## src/rtl/fetch_stage_pkg.sv

```systemverilog
// fetch_stage_pkg: shared constants and state encoding for the fetch stage
package fetch_stage_pkg;
  localparam logic [31:0] NOP_INSTR    = 32'h0000_0000;
  localparam logic [31:0] PC_RESET_DEF = 32'h0000_0000;
  localparam logic [31:0] PC_INC_DEF   = 32'd4;
  typedef enum logic [1:0] {BOOT, RUN, HOLD} state_e;
endpackage

```

## src/rtl/fetch_stage_if.sv

```systemverilog
// fetch_stage_if: hazard/redirect inputs, imem port and IF/ID outputs of the fetch stage
interface fetch_stage_if;
  logic        stall;
  logic        branch_taken;
  logic [31:0] branch_target;
  logic [31:0] inst_addr;
  logic [31:0] inst_data;
  logic [31:0] if_id_instr;
  logic [31:0] if_id_pc4;
  logic        if_id_valid;
  logic        align_err;
  logic [15:0] fetch_count;
  logic [7:0]  stall_count;
  modport master (
    output stall, branch_taken, branch_target, inst_data,
    input  inst_addr, if_id_instr, if_id_pc4, if_id_valid, align_err, fetch_count, stall_count
  );
  modport slave (
    input  stall, branch_taken, branch_target, inst_data,
    output inst_addr, if_id_instr, if_id_pc4, if_id_valid, align_err, fetch_count, stall_count
  );
endinterface

```

## src/rtl/fetch_stage_pc_unit.sv

```systemverilog
// pc_unit: program counter with reset, redirect load, hold and sequential increment
module pc_unit #(
  parameter logic [31:0] PC_RESET = 32'h0000_0000,
  parameter logic [31:0] PC_INC   = 32'd4
) (
  input  logic        clk,
  input  logic        Reset,
  input  logic        hold,
  input  logic        load,
  input  logic [31:0] load_value,
  output logic [31:0] pc
);
  logic [31:0] pc_q, pc_d;
  always_comb pc_d = load ? load_value : hold ? pc_q : pc_q + PC_INC;
  always_ff @(posedge clk)
    if (Reset) pc_q <= PC_RESET;
    else pc_q <= pc_d;
  assign pc = pc_q;
endmodule

```

## src/rtl/fetch_stage.sv

```systemverilog
// fetch_stage: BOOT/RUN/HOLD fetch FSM driving the PC, the IF/ID register and fetch/stall counters
module fetch_stage
  import fetch_stage_pkg::*;
#(
  parameter logic [31:0] PC_RESET = PC_RESET_DEF,
  parameter logic [31:0] PC_INC   = PC_INC_DEF
) (
  input logic          clk,
  input logic          Reset,
  fetch_stage_if.slave bus
);
  state_e      state_q, state_d;
  logic [31:0] pc, if_id_instr_q, if_id_instr_d, if_id_pc4_q, if_id_pc4_d;
  logic        if_id_valid_q, if_id_valid_d, align_err_q, align_err_d;
  logic [15:0] fetch_count_q, fetch_count_d;
  logic [7:0]  stall_count_q, stall_count_d;
  logic        br, adv, stl;
  pc_unit #(.PC_RESET(PC_RESET), .PC_INC(PC_INC)) u_pc (
    .clk        (clk),
    .Reset      (Reset),
    .hold       (!br && (bus.stall || state_q == BOOT)),
    .load       (br),
    .load_value ({bus.branch_target[31:2], 2'b00}),
    .pc         (pc)
  );
  // redirect outranks stall; BOOT neither fetches nor counts stalls
  always_comb begin
    br            = bus.branch_taken;
    stl           = !br && bus.stall && state_q != BOOT;
    adv           = !br && !bus.stall && state_q != BOOT;
    state_d       = (!br && bus.stall) ? HOLD : RUN;
    if_id_instr_d = br ? NOP_INSTR : adv ? bus.inst_data : if_id_instr_q;
    if_id_pc4_d   = br ? 32'h0 : adv ? pc + PC_INC : if_id_pc4_q;
    if_id_valid_d = br ? 1'b0 : adv ? 1'b1 : if_id_valid_q;
    align_err_d   = align_err_q || (br && bus.branch_target[1:0] != 2'b00);
    fetch_count_d = adv ? fetch_count_q + 16'd1 : fetch_count_q;
    stall_count_d = (stl && stall_count_q != 8'hFF) ? stall_count_q + 8'd1 : stall_count_q;
  end
  always_ff @(posedge clk)
    if (Reset) begin
      state_q       <= BOOT;
      if_id_instr_q <= NOP_INSTR;
      if_id_pc4_q   <= 32'h0;
      if_id_valid_q <= 1'b0;
      align_err_q   <= 1'b0;
      fetch_count_q <= 16'h0;
      stall_count_q <= 8'h0;
    end else begin
      state_q       <= state_d;
      if_id_instr_q <= if_id_instr_d;
      if_id_pc4_q   <= if_id_pc4_d;
      if_id_valid_q <= if_id_valid_d;
      align_err_q   <= align_err_d;
      fetch_count_q <= fetch_count_d;
      stall_count_q <= stall_count_d;
    end
  assign bus.inst_addr   = pc;
  assign bus.if_id_instr = if_id_instr_q;
  assign bus.if_id_pc4   = if_id_pc4_q;
  assign bus.if_id_valid = if_id_valid_q;
  assign bus.align_err   = align_err_q;
  assign bus.fetch_count = fetch_count_q;
  assign bus.stall_count = stall_count_q;
endmodule

```

## src/flat_wrapper.sv

```systemverilog
// flat-port wrapper written by rule: the top's interface ports become plain ports
module fetch_stage_flat import fetch_stage_pkg::*;
#(
  parameter logic [31:0] PC_RESET = PC_RESET_DEF,
  parameter logic [31:0] PC_INC   = PC_INC_DEF
)
  (clk, Reset, bus_stall, bus_branch_taken, bus_branch_target, bus_inst_data, bus_inst_addr, bus_if_id_instr, bus_if_id_pc4, bus_if_id_valid, bus_align_err, bus_fetch_count, bus_stall_count);
  fetch_stage_if bus_i ();
  input logic clk;
  input logic Reset;
  input wire logic [$bits(bus_i.stall)-1:0] bus_stall;
  input wire logic [$bits(bus_i.branch_taken)-1:0] bus_branch_taken;
  input wire logic [$bits(bus_i.branch_target)-1:0] bus_branch_target;
  input wire logic [$bits(bus_i.inst_data)-1:0] bus_inst_data;
  output wire logic [$bits(bus_i.inst_addr)-1:0] bus_inst_addr;
  output wire logic [$bits(bus_i.if_id_instr)-1:0] bus_if_id_instr;
  output wire logic [$bits(bus_i.if_id_pc4)-1:0] bus_if_id_pc4;
  output wire logic [$bits(bus_i.if_id_valid)-1:0] bus_if_id_valid;
  output wire logic [$bits(bus_i.align_err)-1:0] bus_align_err;
  output wire logic [$bits(bus_i.fetch_count)-1:0] bus_fetch_count;
  output wire logic [$bits(bus_i.stall_count)-1:0] bus_stall_count;
  assign bus_i.stall = bus_stall;
  assign bus_i.branch_taken = bus_branch_taken;
  assign bus_i.branch_target = bus_branch_target;
  assign bus_i.inst_data = bus_inst_data;
  assign bus_inst_addr = bus_i.inst_addr;
  assign bus_if_id_instr = bus_i.if_id_instr;
  assign bus_if_id_pc4 = bus_i.if_id_pc4;
  assign bus_if_id_valid = bus_i.if_id_valid;
  assign bus_align_err = bus_i.align_err;
  assign bus_fetch_count = bus_i.fetch_count;
  assign bus_stall_count = bus_i.stall_count;
  fetch_stage #(.PC_RESET(PC_RESET), .PC_INC(PC_INC)) u_core (.clk(clk), .Reset(Reset), .bus(bus_i));
endmodule
```

## config.mk

```make
export PLATFORM = sky130hd
export DESIGN_NAME = fetch_stage_flat
export DESIGN_NICKNAME = d
export VERILOG_FILES = /design/src/rtl/fetch_stage_pkg.sv /design/src/rtl/fetch_stage_if.sv /design/src/rtl/fetch_stage_pc_unit.sv /design/src/rtl/fetch_stage.sv /design/src/flat_wrapper.sv
export SDC_FILE = /design/constraint.sdc
export NUM_CORES = 1
export LEC_CHECK = 0
export CORE_UTILIZATION = 45
export CTS_CLUSTER_SIZE = 10
export DETAILED_ROUTE_END_ITERATION = 10
export HOLD_SLACK_MARGIN = 0.1
export MAX_ROUTING_LAYER = met4
export PLACE_DENSITY = 0.81
export SYNTH_ARGS = -nofsm -noshare
export SYNTH_HDL_FRONTEND = slang
export SYNTH_HIERARCHICAL = 1
export SYNTH_SLANG_ARGS = --single-unit
```

## constraint.sdc

```tcl
create_clock -name clk -period 2.8 [get_ports clk]
set_input_delay 0.56 -clock clk [delete_from_list [all_inputs] [get_ports clk]]
set_output_delay 0.56 -clock clk [all_outputs]
set_load 0.005 [all_outputs]
```

==> results of run 1 <==
cell usage after synthesis, types with 3 or more instances:
cell,n
clkbuf_1,34
or4_1,5
nor2b_1,4
a311oi_1,8
a211oi_1,17
nor4_1,8
o21ai_0,29
buf_1,4
xor2_1,32
or2_2,3
and3_1,4
and2_1,5
ha_1,4
nand4_4,4
inv_1,12
xnor2_1,26
nand4_1,29
a21oi_1,61
or3_1,5
nand2b_1,3
nand2_1,104
mux2i_1,4
nand3_1,19
dfxtp_1,124
a2111oi_0,4
nor3_1,16
and4_1,10
o2111a_1,3
o31ai_1,5
nor2_1,72
sequential cells by signal, summed over array words and instances (netlist names):
signal,count
u_core/bus.if_id_valid,1
u_core/bus.stall_count,8
u_core/bus.if_id_pc4,32
u_core/bus.if_id_instr,32
u_core/state_q,2
u_core/u_pc/pc,32
u_core/bus.align_err,1
u_core/bus.fetch_count,16
cell type report:
| type | instances | area share (%) |
|---|---|---|
| well taps | 168 | 2.490 |
| inverters | 12 | 0.5336 |
| clock inverters | 8 | 0.8152 |
| multi-input cells | 517 | 36.64 |
| repair buffers | 214 | 24.57 |
| flip-flops and latches | 124 | 29.41 |
| clock buffers | 23 | 5.543 |
worst max-delay path, cell delays in order, from the launching register on:
cell and delay, ns:
dfxtp_1 0.51, nand4_1 0.34, nor4_1 0.81, a211oi_1 0.17, a2111oi_0 0.35
through the flow:
stage / std cells / power [uW] / instance area, um^2
2_1_floorplan: 693 / 2156 / 5768
3_3_place_gp: 1035 / 2456 / 7905
3_5_place_dp: 1035 / 2472 / 7905
4_1_cts: 1066 / 4460 / 8442
5_1_grt: 1066 / 4597 / 8442
6_report: 1066 / 4430 / 8442
cells by family (layout without fill, tap and decap cells):
| group | count (synthesis) | count (layout) | share of synthesized area (%) |
|---|---|---|---|
| multiplexers | 4 | 4 | 0.6946 |
| adder cells (fa/ha/maj) | 4 | 4 | 0.8683 |
| other | 1 | 2 | 0.06506 |
| XOR/XNOR | 58 | 58 | 8.813 |
| flip-flops | 124 | 124 | 43.06 |
| AND/OR/NAND/NOR | 306 | 306 | 27.33 |
| buffers and inverters | 52 | 257 | 3.538 |
| AO/OA/AOI/OAI | 143 | 143 | 15.63 |
final timing paths:
check	from	end	slack (ns)	depth (start not counted)
worst min register to register	u_core/bus.if_id_instr[11]	u_core/bus.if_id_instr[11]	0.45	2
worst min-delay path	u_core/bus.if_id_instr[11]	u_core/bus.if_id_instr[11]	0.45	2
worst max register to register	u_core/u_pc/pc[10]	u_core/u_pc/pc[30]	0.50	4
worst max-delay path	u_core/u_pc/pc[10]	u_core/u_pc/pc[30]	0.50	4
power by group through the flow:
stage / combinational, uW / sequential, uW / clock, uW
floorplan: 207 / 1950 / 0
global placement: 508 / 1950 / 0
detailed placement: 520 / 1950 / 0
CTS: 524 / 1920 / 2020
global route: 567 / 1930 / 2100
finish: 525 / 1920 / 1990
per-layer routing:
metal	wire length (um)	share of wire, %	vias up
li1	-	-	2854
met1	7352	43	2802
met2	8421	49	269
met3	1182	6.9	24
met4	227	1.3	0
met5	0	0	-
==> impl_results.rst, run 1 <==
.. list-table::
   :header-rows: 1

   * - Metric
     - Value
   * - Setup WS post-layout
     - 0.5043 ns
   * - Async S/R FF share, synth
     - 0%
   * - Chip height
     - 115.2 um
   * - Kind of capture point of the worst setup path
     - flop
   * - GRT Overall Usage
     - 26.86%
   * - Number of nets in the final layout
     - 958
   * - Number of levels the H-tree was split into
     - 4
   * - Total number of placement rows
     - 40
   * - Count of maximum capacitance violations
     - 0
   * - Count of flip-flops with a built-in enable after synthesis
     - 0
   * - # DRC
     - 0
   * - Arrival time at the worst endpoint
     - 2.59 ns
   * - Tightest hold margin
     - 0.4505 ns
   * - Met3 Use GR
     - 5.693%
   * - Max-slew violation count
     - 0
   * - Achievable frequency
     - 435.6 MHz
   * - TritonCTS clock tree
     - built
   * - Final Wtd Congestion
     - 0.8719
   * - Cts repair resizes
     - 0
   * - 1st-pass router iterations
     - 4
   * - Initial antenna violation count
     - 0
   * - Switching share of power
     - 23.89%
   * - WP data required
     - 3.09 ns
   * - Slew Limit Headroom
     - 40.90%
   * - Storage cell area
     - 2482 um^2
   * - Syn avg cell area
     - 8.330 um^2
   * - Top_reg_cell synth
     - dfxtp_1
   * - Post-DR wirelength/cell
     - 16.12 um
   * - Sequential fraction of design power
     - 43.3%
   * - Routed Antenna Nets
     - 0
   * - Number of clock sinks
     - 124
   * - Root buf cell
     - clkbuf_16
   * - Number of design-rule violations left by the first detailed-router iteration
     - 473
   * - Relative contribution of combinational cells to total power
     - 11.8%
   * - Area leader, netlist
     - dfxtp_1
   * - Number of warning messages in the yosys log
     - 6
   * - Final sum of negative setup slack
     - 0 ns
   * - Count of antenna diodes in the layout
     - 0
   * - Post-CTS Hold Fix Bufs
     - 0
   * - Clock input transition at the sequential cells of the worst setup and hold paths
     - 0.06 ns
   * - Post-synth top area share
     - 43.06%
   * - Synth cell types
     - 60
   * - Share of post-route cells with drive strength above 1
     - 7.795%
   * - Total I/O pin count
     - 190
   * - Overall die width
     - 115.2 um
   * - Startpoint type of the worst setup path
     - flop
   * - CP Max Fanout
     - 8
   * - Class of the tightest hold or removal check
     - flop to flop
   * - Port buffer count
     - 189
   * - Vias per std cell
     - 5.581
   * - Area of the die
     - 13270 um^2
   * - Largest cells by area after synthesis
     - dfxtp_1, nand2_1, a21oi_1
   * - Postcts setup bufs
     - 0
   * - First-pass GRT wire length
     - 27.25 mm
   * - Layer carrying the most global-route usage
     - met2
   * - Most frequent standard cell in the layout excluding fill and tap cells
     - clkdlybuf4s50_1
   * - Via count of the first global-routing pass
     - 5646
   * - Switching Power
     - 1058 uW
   * - GRT met2 Usage
     - 43.98%
   * - Total gr overflow
     - 0
   * - Status
     - completed
   * - Unrepaired setup endpoints after global routing
     - false
   * - Highest-count cells in the layout ignoring fill and taps
     - clkdlybuf4s50_1, dfxtp_1, nand2_1
   * - Skew-Pair Late Insertion Delay
     - 0.40 ns
   * - Worst Tran Pin Value
     - 0.8865 ns
   * - Pin count of the biggest net entering global routing
     - 85
   * - Core region area
     - 12260 um^2
   * - Count of filler cells inserted in the layout
     - 964
   * - Clock buffer depth
     - 2
   * - LEAKAGE
     - 0.002911 uW
   * - Clock skew
     - 0.01067 ns
   * - Area used by multi-input combinational logic
     - 3093 um^2
   * - Final setup violation count
     - 0
   * - Time the worst path needs with I/O delays and setup
     - 2.296 ns
   * - Worst setup slack after placement
     - 0.2047 ns
   * - Internal Power
     - 3372 uW
   * - Hold violation count in the final report
     - 0
   * - Final worst path period share
     - 81.99%
   * - CTS Buf Count
     - 17
   * - Netlist area before placement
     - 5764 um^2
   * - Met1 routing resource usage after global routing
     - 32.52%
   * - Type of the setup path with the least slack
     - flop to flop
   * - Clk pwr share
     - 44.8%
   * - Post-synthesis sequential area ratio
     - 43.06%
   * - Half-perimeter wire length of the detailed placement result
     - 12.29 mm
   * - Mapped Cells
     - 692
   * - Via count
     - 5949
   * - Sum of routed wire length over all layers
     - 17.18 mm
   * - Largest vdd supply drop
     - 0.3842 mV
   * - Number of synthesized register bits
     - 124
   * - Signed area change from the synthesized netlist to the final layout
     - 46.45%
   * - Initial Util
     - 47.01%
   * - Utilization after layout
     - 68.85%
   * - Power density over the cells
     - 524.8 nW/um^2
Note: power is estimated with default switching activity, not from simulation.
==> run 2, diff against run 1 <==
--- a/config.mk
+++ b/config.mk
@@ -5,12 +5,12 @@
 export SDC_FILE = /design/constraint.sdc
 export NUM_CORES = 1
 export LEC_CHECK = 0
-export CORE_UTILIZATION = 45
+export CORE_UTILIZATION = 42
 export CTS_CLUSTER_SIZE = 10
 export DETAILED_ROUTE_END_ITERATION = 10
 export HOLD_SLACK_MARGIN = 0.1
 export MAX_ROUTING_LAYER = met4
-export PLACE_DENSITY = 0.81
+export PLACE_DENSITY = 0.79
 export SYNTH_ARGS = -nofsm -noshare
 export SYNTH_HDL_FRONTEND = slang
 export SYNTH_HIERARCHICAL = 1
==> constraint.sdc (replaced) <==
create_clock -name clk -period 2.1 [get_ports clk]
set_input_delay 0.42 -clock clk [delete_from_list [all_inputs] [get_ports clk]]
set_output_delay 0.42 -clock clk [all_outputs]
set_load 0.005 [all_outputs]
==> run 2 against run 1 <==
Net effect:
- setup slack got worse by 0.42 ns
- clock power increased by 45%
- largest cell class unchanged
- sequential power increased by 32%
- utilization decreased by 2.5 points
- non-clock buffer count increased by 38
- sequential share of layout area decreased by 1.2 points
- first-iteration DRC count decreased by 8.0%
- via count decreased by 1.7%
- critical path type is now flop to output port
- wire length decreased by 0.98%
- global-route usage decreased by 2.1 points
- count of clock-buffer cells in the layout decreased by 3
- register-to-register slack got worse by 0.39 ns
==> impl_results.rst, run 2 (synthesized netlist as in run 1, its figures left out) <==
.. list-table::
   :header-rows: 1

   * - Metric
     - Value
   * - Utilization after layout
     - 66.30% (-2.5 points)
   * - Total number of placement rows
     - 42 (+5.0%)
   * - Most frequent standard cell in the layout excluding fill and tap cells
     - clkdlybuf4s50_1
   * - Power density over the cells
     - 701.6 nW/um^2 (+34%)
   * - Worst path buffer plus inverter count
     - 2 (+2)
   * - Worst Tran Pin Value
     - 0.8081 ns (-0.07844 ns)
   * - Skew-Pair Late Insertion Delay
     - 0.42 ns (+0.02 ns)
   * - CP Max Fanout
     - 7 (-1)
   * - Largest vdd supply drop
     - 0.5587 mV (+45%)
   * - Setup WS post-layout
     - 0.08722 ns (-0.4171 ns)
   * - Sequential fraction of design power
     - 40.9% (-2.4 points)
   * - Hold violation count in the final report
     - 0 (unchanged)
   * - Status
     - completed
   * - Tot Pwr
     - 6185 uW (+40%)
   * - Clock input transition at the sequential cells of the worst setup and hold paths
     - 0.06 ns (about the same)
   * - Origin of the critical flop-to-flop path
     - u_core/u_pc/pc[13]
   * - Critical Path, Cell by Cell
     - buf_4 > clkdlybuf4s50_1
   * - Overall die width
     - 119.2 um (+3.4%)
   * - Highest-count cells in the layout ignoring fill and taps
     - clkdlybuf4s50_1, dfxtp_1, nand2_1
   * - Slew Limit Headroom
     - 46.13% (+5.2 points)
   * - Worst setup slack after placement
     - -0.3263 ns (-0.5310 ns)
   * - Clock buffer depth
     - 2 (unchanged)
   * - CP max-delay cell
     - clkdlybuf4s50_1
   * - Post-DR wirelength/cell
     - 15.29 um (-5.2%)
   * - Chip height
     - 119.2 um (+3.4%)
   * - Routed Antenna Nets
     - 0 (unchanged)
   * - Launching element of the worst setup path
     - u_core/u_pc/pc[5]
   * - HP Start
     - Reset
   * - Kind of capture point of the worst setup path
     - output port
   * - Achievable frequency
     - 496.8 MHz
   * - WP data required
     - 1.68 ns (-1.41 ns)
   * - Crit-path max cell delay
     - 0.51 ns (-0.30 ns)
   * - Via count of the first global-routing pass
     - 5368 (-4.9%)
   * - Total I/O pin count
     - 190 (unchanged)
   * - Port buffer count
     - 189 (unchanged)
   * - Number of cells on the worst hold path
     - 2 (unchanged)
   * - Switching Power
     - 1491 uW (+41%)
   * - Initial Util
     - 43.36% (-3.7 points)
   * - CTS Buf Count
     - 17 (unchanged)
   * - Final setup violation count
     - 0 (unchanged)
   * - Pin count of the biggest net entering global routing
     - 85 (unchanged)
   * - Via count
     - 5846 (-1.7%)
   * - 1st-pass router iterations
     - 5 (+1)
   * - Arrival time at the worst endpoint
     - 1.59 ns (-1.00 ns)
   * - Time the worst path needs with I/O delays and setup
     - 2.013 ns
   * - Path depth of the worst reg2reg path
     - 4 (unchanged)
   * - Clk pwr share
     - 46.5% (+1.7 points)
   * - Post-CTS Hold Fix Bufs
     - 0 (unchanged)
   * - Relative contribution of combinational cells to total power
     - 12.6% (+0.8 points)
   * - Final Wtd Congestion
     - 0.9431 (+8.2%)
   * - Clock skew
     - 0.006479 ns (-0.004189 ns)
   * - Total gr overflow
     - 0 (unchanged)
   * - Unrepaired setup endpoints after global routing
     - false
   * - Number of design-rule violations left by the first detailed-router iteration
     - 435 (-8.0%)
   * - Count of maximum capacitance violations
     - 0 (unchanged)
   * - Signed area change from the synthesized netlist to the final layout
     - 52.92%
   * - Max-slew violation count
     - 0 (unchanged)
   * - Number of nets in the final layout
     - 996 (+4.0%)
   * - Final worst path period share
     - 95.85%
   * - Tightest hold margin
     - 0.3943 ns (-0.05618 ns)
   * - Startpoint type of the worst setup path
     - flop
   * - Crit. path cell count
     - 2 (-2)
   * - Switching share of power
     - 24.11% (+0.23 points)
   * - Count of antenna diodes in the layout
     - 0 (unchanged)
   * - Type of the setup path with the least slack
     - flop to output port
   * - Number of clock sinks
     - 124 (unchanged)
   * - Class of the tightest hold or removal check
     - input pin to flop
   * - First-pass GRT wire length
     - 27.24 mm (about the same)
   * - # DRC
     - 0 (unchanged)
   * - Core region area
     - 13300 um^2 (+8.4%)
   * - Cell family with most CP delay
     - buffers and inverters
   * - Area of the die
     - 14200 um^2 (+7.0%)
   * - Half-perimeter wire length of the detailed placement result
     - 12.10 mm (-1.5%)
   * - Share of post-route cells with drive strength above 1
     - 12.38% (+4.6 points)
   * - Sum of routed wire length over all layers
     - 17.02 mm (-0.98%)
   * - Vias per std cell
     - 5.252 (-5.9%)
   * - Internal Power
     - 4693 uW (+39%)
   * - Number of levels the H-tree was split into
     - 4 (unchanged)
   * - TritonCTS clock tree
     - built
   * - GRT Overall Usage
     - 24.73% (-2.1 points)
   * - LEAKAGE
     - 0.003128 uW (+7.5%)
   * - Root buf cell
     - clkbuf_16
   * - Initial antenna violation count
     - 0 (unchanged)
==> run 2: path summary, 6_finish.rpt <==
check	endpoint	slack, ns
max reg2reg	u_core/u_pc/pc[22]	0.11
max	bus_inst_addr[5]	0.09
min	u_core/u_pc/pc[22]	0.39
min reg2reg	u_core/bus.align_err	0.45
==> run 2: area by class of cell <==
| class | instances | area, um^2 |
|---|---|---|
| Timing Repair Buffer | 252 | 2375 |
| Fill cell | 1129 | 4481 |
| Inverter | 12 | 45.04 |
| Clock buffer | 20 | 466.7 |
| Multi-Input combinational cell | 517 | 3103 |
| Clock inverter | 12 | 120.1 |
| Tap cell | 176 | 220.2 |
| Sequential cell | 124 | 2485 |
==> run 2: metrics by stage <==
step                TNS [ns]  area (um^2)  cells
finish                     0         8815   1113
global route               0         8815   1113
CTS                        0         8800   1112
detailed placement    -6.840         8213   1080
global placement      -5.339         8213   1080
floorplan                  0         5796    693
==> run 2: per-layer routing <==
| layer | wire length [um] | track usage, % |
|---|---|---|
| met2 | 8001 | 38.08 |
| met5 | 0 | - |
| met3 | 904 | 4.598 |
| met1 | 7785 | 31.75 |
| met4 | 323 | 10.44 |
==> run 2: repair_timing <==
item,in CTS,in global routing
setup endpoints to repair,0,8
endpoints found under the hold margin,0,0
gates resized for setup,0,5
setup buffers,0,1
==> run 2: power by group through the flow <==
stage               logic [uW]  clock network [uW]  registers [uW]
finish                     779                2880            2530
global route               842                3050            2540
CTS                        778                2920            2530
detailed placement         772                   0            2580
global placement           765                   0            2570
floorplan                  282                   0            2600
